[config.mk]
export PLATFORM = sky130hd
export DESIGN_NAME = demux_1_2_reg_flat
export DESIGN_NICKNAME = d
export VERILOG_FILES = /design/src/rtl/demux_1_2_reg_if.sv /design/src/rtl/demux_1_2_reg.sv /design/src/flat_wrapper.sv
export SDC_FILE = /design/constraint.sdc
export NUM_CORES = 1
export LEC_CHECK = 0
export CORE_ASPECT_RATIO = 1.5
export CORE_MARGIN = 2
export CORE_UTILIZATION = 58
export CTS_BUF_LIST = sky130_fd_sc_hd__clkbuf_2 sky130_fd_sc_hd__clkbuf_4 sky130_fd_sc_hd__clkbuf_8
export CTS_CLUSTER_SIZE = 20
export DETAILED_ROUTE_END_ITERATION = 6
export PLACE_DENSITY = 0.95
export SYNTH_ARGS = -nofsm -noshare
export SYNTH_HDL_FRONTEND = slang
export SYNTH_SLANG_ARGS = --single-unit
[constraint.sdc]
create_clock -name clk -period 8.4 [get_ports clk]
set_input_delay 1.68 -clock clk [delete_from_list [all_inputs] [get_ports clk]]
set_output_delay 1.68 -clock clk [all_outputs]
set_load 0.02 [all_outputs]
[src/rtl/demux_1_2_reg_if.sv]
`default_nettype none
// ============================================================================
// Module      : demux_1_2_reg_if
// Description : Bus bundle for the registered 1-to-2 demultiplexer. Carries
//               the producer-side handshake, both consumer channels and the
//               per-channel transfer counters.
// Revision    : 1.0 - initial release
// ============================================================================
interface demux_1_2_reg_if #(
    parameter int WIDTH = 32
);
    logic [WIDTH-1:0] in;
    logic             in_valid;
    logic             sel;
    logic             in_ready;
    logic [WIDTH-1:0] out1;
    logic [WIDTH-1:0] out2;
    logic             out1_valid;
    logic             out2_valid;
    logic             out1_ready;
    logic             out2_ready;
    logic [31:0]      count1;
    logic [31:0]      count2;

    // Producer and consumers drive this side
    modport master (
        output in, in_valid, sel, out1_ready, out2_ready,
        input  in_ready, out1, out2, out1_valid, out2_valid, count1, count2
    );

    // The demultiplexer itself
    modport slave (
        input  in, in_valid, sel, out1_ready, out2_ready,
        output in_ready, out1, out2, out1_valid, out2_valid, count1, count2
    );
endinterface
`default_nettype wire

[src/rtl/demux_1_2_reg.sv]
`default_nettype none
// ============================================================================
// Module      : demux_1_2_reg
// Description : Registered 1-to-2 demultiplexer. One valid/ready input word
//               per cycle is steered by sel into one of two independent
//               2-entry FIFOs. Outputs other than in_ready are registers.
//               Optional per-channel pop counters are built when the macro
//               DEMUX_1_2_STATS_EN is defined; otherwise counts read 0.
// Revision    : 1.0 - initial release
// ============================================================================
module demux_1_2_reg #(
    parameter int WIDTH = 32
) (
    input  wire               clk,
    input  wire               rst_n,
    demux_1_2_reg_if.slave    bus
);

    logic [1:0]             full;
    logic [1:0]             push;
    logic [1:0]             cons_ready;
    logic [1:0][WIDTH-1:0]  head;
    logic [1:0]             head_valid;
    logic [1:0][31:0]       cnt;
    logic                   w_in_ready;
    logic                   w_accept;

    // in_ready looks only at sel and registered occupancy, never at the
    // consumer ready inputs, so a pop cannot free space in the same cycle.
    assign w_in_ready = bus.sel ? ~full[1] : ~full[0];
    assign w_accept   = bus.in_valid & w_in_ready;
    assign push[0]    = w_accept & ~bus.sel;
    assign push[1]    = w_accept &  bus.sel;
    assign cons_ready = {bus.out2_ready, bus.out1_ready};

    for (genvar k = 0; k < 2; k++) begin : g_ch
        logic [1:0]       r_occ;
        logic             r_rd;
        logic             r_wr;
        logic [WIDTH-1:0] r_mem [2];
        logic [WIDTH-1:0] r_out;
        logic             r_valid;
        logic             w_pop;
        logic [1:0]       w_occ_nxt;
        logic [WIDTH-1:0] w_head_nxt;

        // r_valid mirrors (r_occ != 0), so it can qualify the pop directly
        assign w_pop     = r_valid & cons_ready[k];
        assign w_occ_nxt = r_occ + {1'b0, push[k]} - {1'b0, w_pop};

        // Next head word: zero when the channel drains, the incoming word
        // when it becomes the only entry, else the older second entry on pop.
        always_comb begin
            w_head_nxt = r_out;
            if (w_occ_nxt == 2'd0) begin
                w_head_nxt = '0;
            end else if ((r_occ == 2'd0) || (w_pop && (r_occ == 2'd1))) begin
                w_head_nxt = bus.in;
            end else if (w_pop) begin
                w_head_nxt = r_mem[~r_rd];
            end
        end

        // Occupancy, pointers and registered head/valid outputs
        always_ff @(posedge clk) begin
            if (!rst_n) begin
                r_occ   <= 2'd0;
                r_rd    <= 1'b0;
                r_wr    <= 1'b0;
                r_out   <= '0;
                r_valid <= 1'b0;
            end else begin
                r_occ   <= w_occ_nxt;
                r_rd    <= r_rd ^ w_pop;
                r_wr    <= r_wr ^ push[k];
                r_out   <= w_head_nxt;
                r_valid <= (w_occ_nxt != 2'd0);
            end
        end

        // Storage array; contents are don't-care while unoccupied
        always_ff @(posedge clk) begin
            if (rst_n && push[k]) begin
                r_mem[r_wr] <= bus.in;
            end
        end

        assign full[k]       = (r_occ == 2'd2);
        assign head[k]       = r_out;
        assign head_valid[k] = r_valid;

`ifdef DEMUX_1_2_STATS_EN
        logic [31:0] r_cnt;

        // Completed-transfer counter, wraps naturally at 2^32
        always_ff @(posedge clk) begin
            if (!rst_n) begin
                r_cnt <= 32'd0;
            end else if (w_pop) begin
                r_cnt <= r_cnt + 32'd1;
            end
        end

        assign cnt[k] = r_cnt;
`else
        assign cnt[k] = 32'd0;
`endif
    end

    assign bus.in_ready   = w_in_ready;
    assign bus.out1       = head[0];
    assign bus.out2       = head[1];
    assign bus.out1_valid = head_valid[0];
    assign bus.out2_valid = head_valid[1];
    assign bus.count1     = cnt[0];
    assign bus.count2     = cnt[1];

endmodule
`default_nettype wire

[src/flat_wrapper.sv]
// flat-port wrapper written by rule: the top's interface ports become plain ports
module demux_1_2_reg_flat 
#(
    parameter int WIDTH = 32
)
  (clk, rst_n, bus_in, bus_in_valid, bus_sel, bus_out1_ready, bus_out2_ready, bus_in_ready, bus_out1, bus_out2, bus_out1_valid, bus_out2_valid, bus_count1, bus_count2);
  demux_1_2_reg_if #(.WIDTH(WIDTH)) bus_i ();
  input  wire clk;
  input  wire rst_n;
  input wire logic [$bits(bus_i.in)-1:0] bus_in;
  input wire logic [$bits(bus_i.in_valid)-1:0] bus_in_valid;
  input wire logic [$bits(bus_i.sel)-1:0] bus_sel;
  input wire logic [$bits(bus_i.out1_ready)-1:0] bus_out1_ready;
  input wire logic [$bits(bus_i.out2_ready)-1:0] bus_out2_ready;
  output wire logic [$bits(bus_i.in_ready)-1:0] bus_in_ready;
  output wire logic [$bits(bus_i.out1)-1:0] bus_out1;
  output wire logic [$bits(bus_i.out2)-1:0] bus_out2;
  output wire logic [$bits(bus_i.out1_valid)-1:0] bus_out1_valid;
  output wire logic [$bits(bus_i.out2_valid)-1:0] bus_out2_valid;
  output wire logic [$bits(bus_i.count1)-1:0] bus_count1;
  output wire logic [$bits(bus_i.count2)-1:0] bus_count2;
  assign bus_i.in = bus_in;
  assign bus_i.in_valid = bus_in_valid;
  assign bus_i.sel = bus_sel;
  assign bus_i.out1_ready = bus_out1_ready;
  assign bus_i.out2_ready = bus_out2_ready;
  assign bus_in_ready = bus_i.in_ready;
  assign bus_out1 = bus_i.out1;
  assign bus_out2 = bus_i.out2;
  assign bus_out1_valid = bus_i.out1_valid;
  assign bus_out2_valid = bus_i.out2_valid;
  assign bus_count1 = bus_i.count1;
  assign bus_count2 = bus_i.count2;
  demux_1_2_reg #(.WIDTH(WIDTH)) u_core (.clk(clk), .rst_n(rst_n), .bus(bus_i));
endmodule
==> impl.org <==
** Critical path
- Reg2Reg Depth :: 9
- Critical Path AT :: 3.19 ns
- The setup path with the least slack is of type in2out.
- RR Startpoint :: u_core.g_ch[1].r_occ[1]
- For flop-to-flop paths, the worst setup slack is 4.81 ns.
- CP Capture Type :: primary output
- Worst Setup Start Kind :: input pin
- Endpoint of the lowest-slack register-to-register path :: u_core.bus.out2[1]
- Critical path peak fanout :: 4
- Critical path required time :: 6.72 ns

** Clocking
- After clock tree synthesis, the setup repair step added 0 buffers.
- Cell at the root of the clock tree :: clkbuf_8
- Cts-stage hold buffer count :: 0
- Clock buffer count from CTS :: 29
- Sink Count :: 202
- Post-CTS resize count :: 0
- Clk_lat worst skew :: 0.55 ns
- TritonCTS clock tree :: built
- Number of buffers on the longest clock path :: 3
- Clock slew seen by the registers of the worst setup and hold paths :: approximately 0.06 ns
- In this run the number of H-tree levels came out at 1.

** STA
- Final setup violation count :: 0
- Minimum setup slack in the final design :: 3.530 ns
- Slew @ Worst Pin :: 1.258 ns
- Number of endpoints with negative hold slack in the final report :: 0
- Max Clk Rate :: a little over 200 MHz
- The routed design could run at a clock period as short as 4.870 ns.
- Setup repair after global routing missed its margin :: no
- Final setup TNS :: 0 ns
- The total count of max-transition violations in the final report came to 0.
- Worst slew slack as a fraction of its limit :: ~16%
- Between clock sinks in the finished design, the worst skew comes to 0.01759 ns.
- The worst path uses 57.98% of the clock period.

** Floorplanning
- Measured along the y axis, the die boundary spans 153.4 microns.
- The total area inside the core boundary comes to 14530 sq um.
- The initialized floorplan defines 54 standard-cell rows.
- 169 I/O pins were placed.
- Die Footprint :: 15890 sq um
- DIE WIDTH :: 103.6 microns
- Once the floorplan was initialized, standard cells occupied between 50% and 60% of the core.

** Min path
- Worst min path class :: reg2reg
- Hold Crit Start :: u_core.bus.out1[2]
- The path with the worst hold slack has its endpoint at u_core.bus.out1[2].
- Worst hold path stage count :: 2

** Logic synthesis
- Cell area after synthesis :: 8631 sq um
- Yosys warnings :: 0
- The netlist uses 30 different library cells.
- Flop and latch count out of synthesis :: roughly 200
- Sequential area share after synthesis :: approximately three fifths
- Cells after synthesis :: slightly above 600
- In this run the mean area of a mapped cell was 14.08 sq um.

** Placed design
- Port Buf Inserts :: between 100 and 150
- HPWL after detailed placement :: 12760 microns
- OpenSTA, run right after detailed placement, puts the worst setup slack at about 3.6 ns.
- Final weighted congestion of routability-driven global placement :: 0.8260
- The number of placed instances, taps included, is between 800 and 900.

** Power
- The worst-case IR drop observed on VDD is 0.1759 mV.
- Sw power :: 1.150 mW
- Power density cells :: 320.7 nW/um^2
- Leakage power of the design :: 3.458 nW
- Per report_power, the sequential group accounts for around two fifths of the total.
- Overall power consumption :: 3.274 mW
- Part of the power in the clock network :: roughly a quarter
- Relative contribution of combinational cells to total power :: 33.9%
- Switching part of the total :: 35.13%
- Cell internal power was estimated by the tool at 2.124 mW.

** Detailed routing
- Met3 wirelength from detailed routing :: 1678 microns
- For this block, the initial DRC count from the detailed router was 448.
- Highest routed metal layer :: met4
- The detail route stage leaves a number of antenna-violating nets equal to 0.
- Number of vias per cell :: ~5.9
- For this run, design rule violations remaining after detail routing come to 0.
- Detailed routing inserted a total of 5499 vias.
- Dividing the detail-routed wire length by the instance count gives 21.79 microns.
- First-pass iteration count of the detailed router :: 5
- After detailed routing, the wire length on met1 is 7070 microns.
- Total routed wirelength :: 20390 microns
- Total length of routed met2 wires :: 10980 microns

** Cells and area
- Sequential Area :: 5328 sq um
- The final layout contains 760 nets.
- Fraction of final layout cells sized beyond drive strength 1 :: 27.03%
- Excluding fillers, the count of instances in the completed layout stands at 936.
- Counting the fill cells in the layout gives 900.
- Most frequent cells in the layout :: edfxtp_1, clkdlybuf4s50_1, dfxtp_1
- 0 antenna diodes ended up in the layout.
- Fraction of the core area covered by cells at the end of the flow :: 70.28%
- Leading cell type in the layout, fill and taps excluded :: edfxtp_1
- The multi-input combinational cells in the finished layout cover a total of around 2900 sq um.
- Syn-to-layout area delta :: 18.30%

** Global route
- The number of global-route vias before repair is around 5800.
- Entering global routing, the biggest net connects 37 pins.
- The total overflow left after global routing is 0.
- Global-route usage over all layers :: between 20% and 30%
- The first global-routing pass estimated 31300 microns of wire.
- The number of antenna violations at the first check in global routing came to 0.

** Flow run
- Max-cap violations :: 0

** Run status
- The run finished with clean final reports.
==> through the flow <==
step	instance area, sq um	hold slack (ns)
floorplan	8867	0.4711
global placement	9587	0.4908
detailed placement	9587	0.5430
CTS	10210	0.5579
global route	10210	0.5909
finish	10210	0.5541
==> sequential cells by signal, indices dropped and copies added (netlist names) <==
signal                 flops
u_core.bus.out2           32
u_core.bus.out1_valid      1
u_core.bus.out2_valid      1
u_core.bus.out1           32
u_core.g_ch.r_rd           2
u_core.g_ch.r_wr           2
u_core.g_ch.r_occ          4
u_core.g_ch.r_mem        128
==> layout make-up <==
type	count	area share (%)
clock buffers	50	5.944
clock inverters	3	0.1593
inverters	7	0.2574
multi-input cells	363	28.05
flip-flops and latches	202	52.18
well taps	196	2.402
repair buffers	115	11.00
==> worst max path at each step <==
stage	startpoint	endpoint	slack (ns)	cells past startpoint
6_report	bus_sel	bus_in_ready	3.53	4
5_1_grt	bus_sel	bus_in_ready	3.47	4
4_1_cts	bus_sel	bus_in_ready	3.55	4
3_5_place_dp	bus_sel	bus_in_ready	3.60	4
3_3_place_gp	bus_sel	bus_in_ready	3.58	4
2_1_floorplan	bus_in_valid	u_core.g_ch[1].r_mem[0][0]	3.70	3
==> cell families (layout without fill, tap and decap cells) <==
kind of cell	after synthesis	in the layout	synth area share, %
AOI/OAI and AO/OA	139	139	13.05
xor gates and xnor gates	4	4	0.7829
adders and majority gates	4	4	0.5799
buffers and inverters	111	175	8.350
DFF	202	202	61.70
muxes	64	64	8.350
other	1	64	0.04345
and+or+nand+nor	88	88	7.147
==> power by group through the flow <==
stage	sequential, mW	combinational [mW]	clock, mW
floorplan	1.43	0.636	0
global placement	1.37	1.05	0
detailed placement	1.38	1.10	0
CTS	1.36	1.11	0.805
global route	1.37	1.17	0.848
finish	1.36	1.11	0.805
==> cell usage after synthesis, drive strengths merged <==
library cell / n / share of area [%]
edfxtp: 128 / 45
buf: 85 / 7.2
dfxtp: 74 / 17
a21oi: 67 / 6.4
a22oi: 64 / 5.6
mux2: 64 / 8.4
nand3b: 64 / 5.6
clkbuf: 19 / 0.83
inv: 7 / 0.30
and2: 6 / 0.43
ha: 4 / 0.58
nor3: 4 / 0.23
o21ai: 4 / 0.49
nor2: 3 / 0.13
a21bo: 2 / 0.23
a2bb2oi: 2 / 0.35
and3: 2 / 0.14
nand2b: 2 / 0.14
nor2b: 2 / 0.14
or3: 2 / 0.14
xnor2: 2 / 0.20
xor3: 2 / 0.58
conb: 1 / 0.043
nand2: 1 / 0.043
or2: 1 / 0.073
or2b: 1 / 0.087
==> critical path, cell delays in order <==
cell and delay, ns:
clkdlybuf4s50_1 0.55, nor2_1 0.09, a21oi_1 0.22, clkdlybuf4s50_1 0.65
==> metal layers <==
layer,up-vias,track usage (%)
met5,-,0
met4,0,11.84
met3,58,4.904
met2,341,46.52
met1,2715,27.58
li1,2385,-
Power figures use the tool's default switching activity.
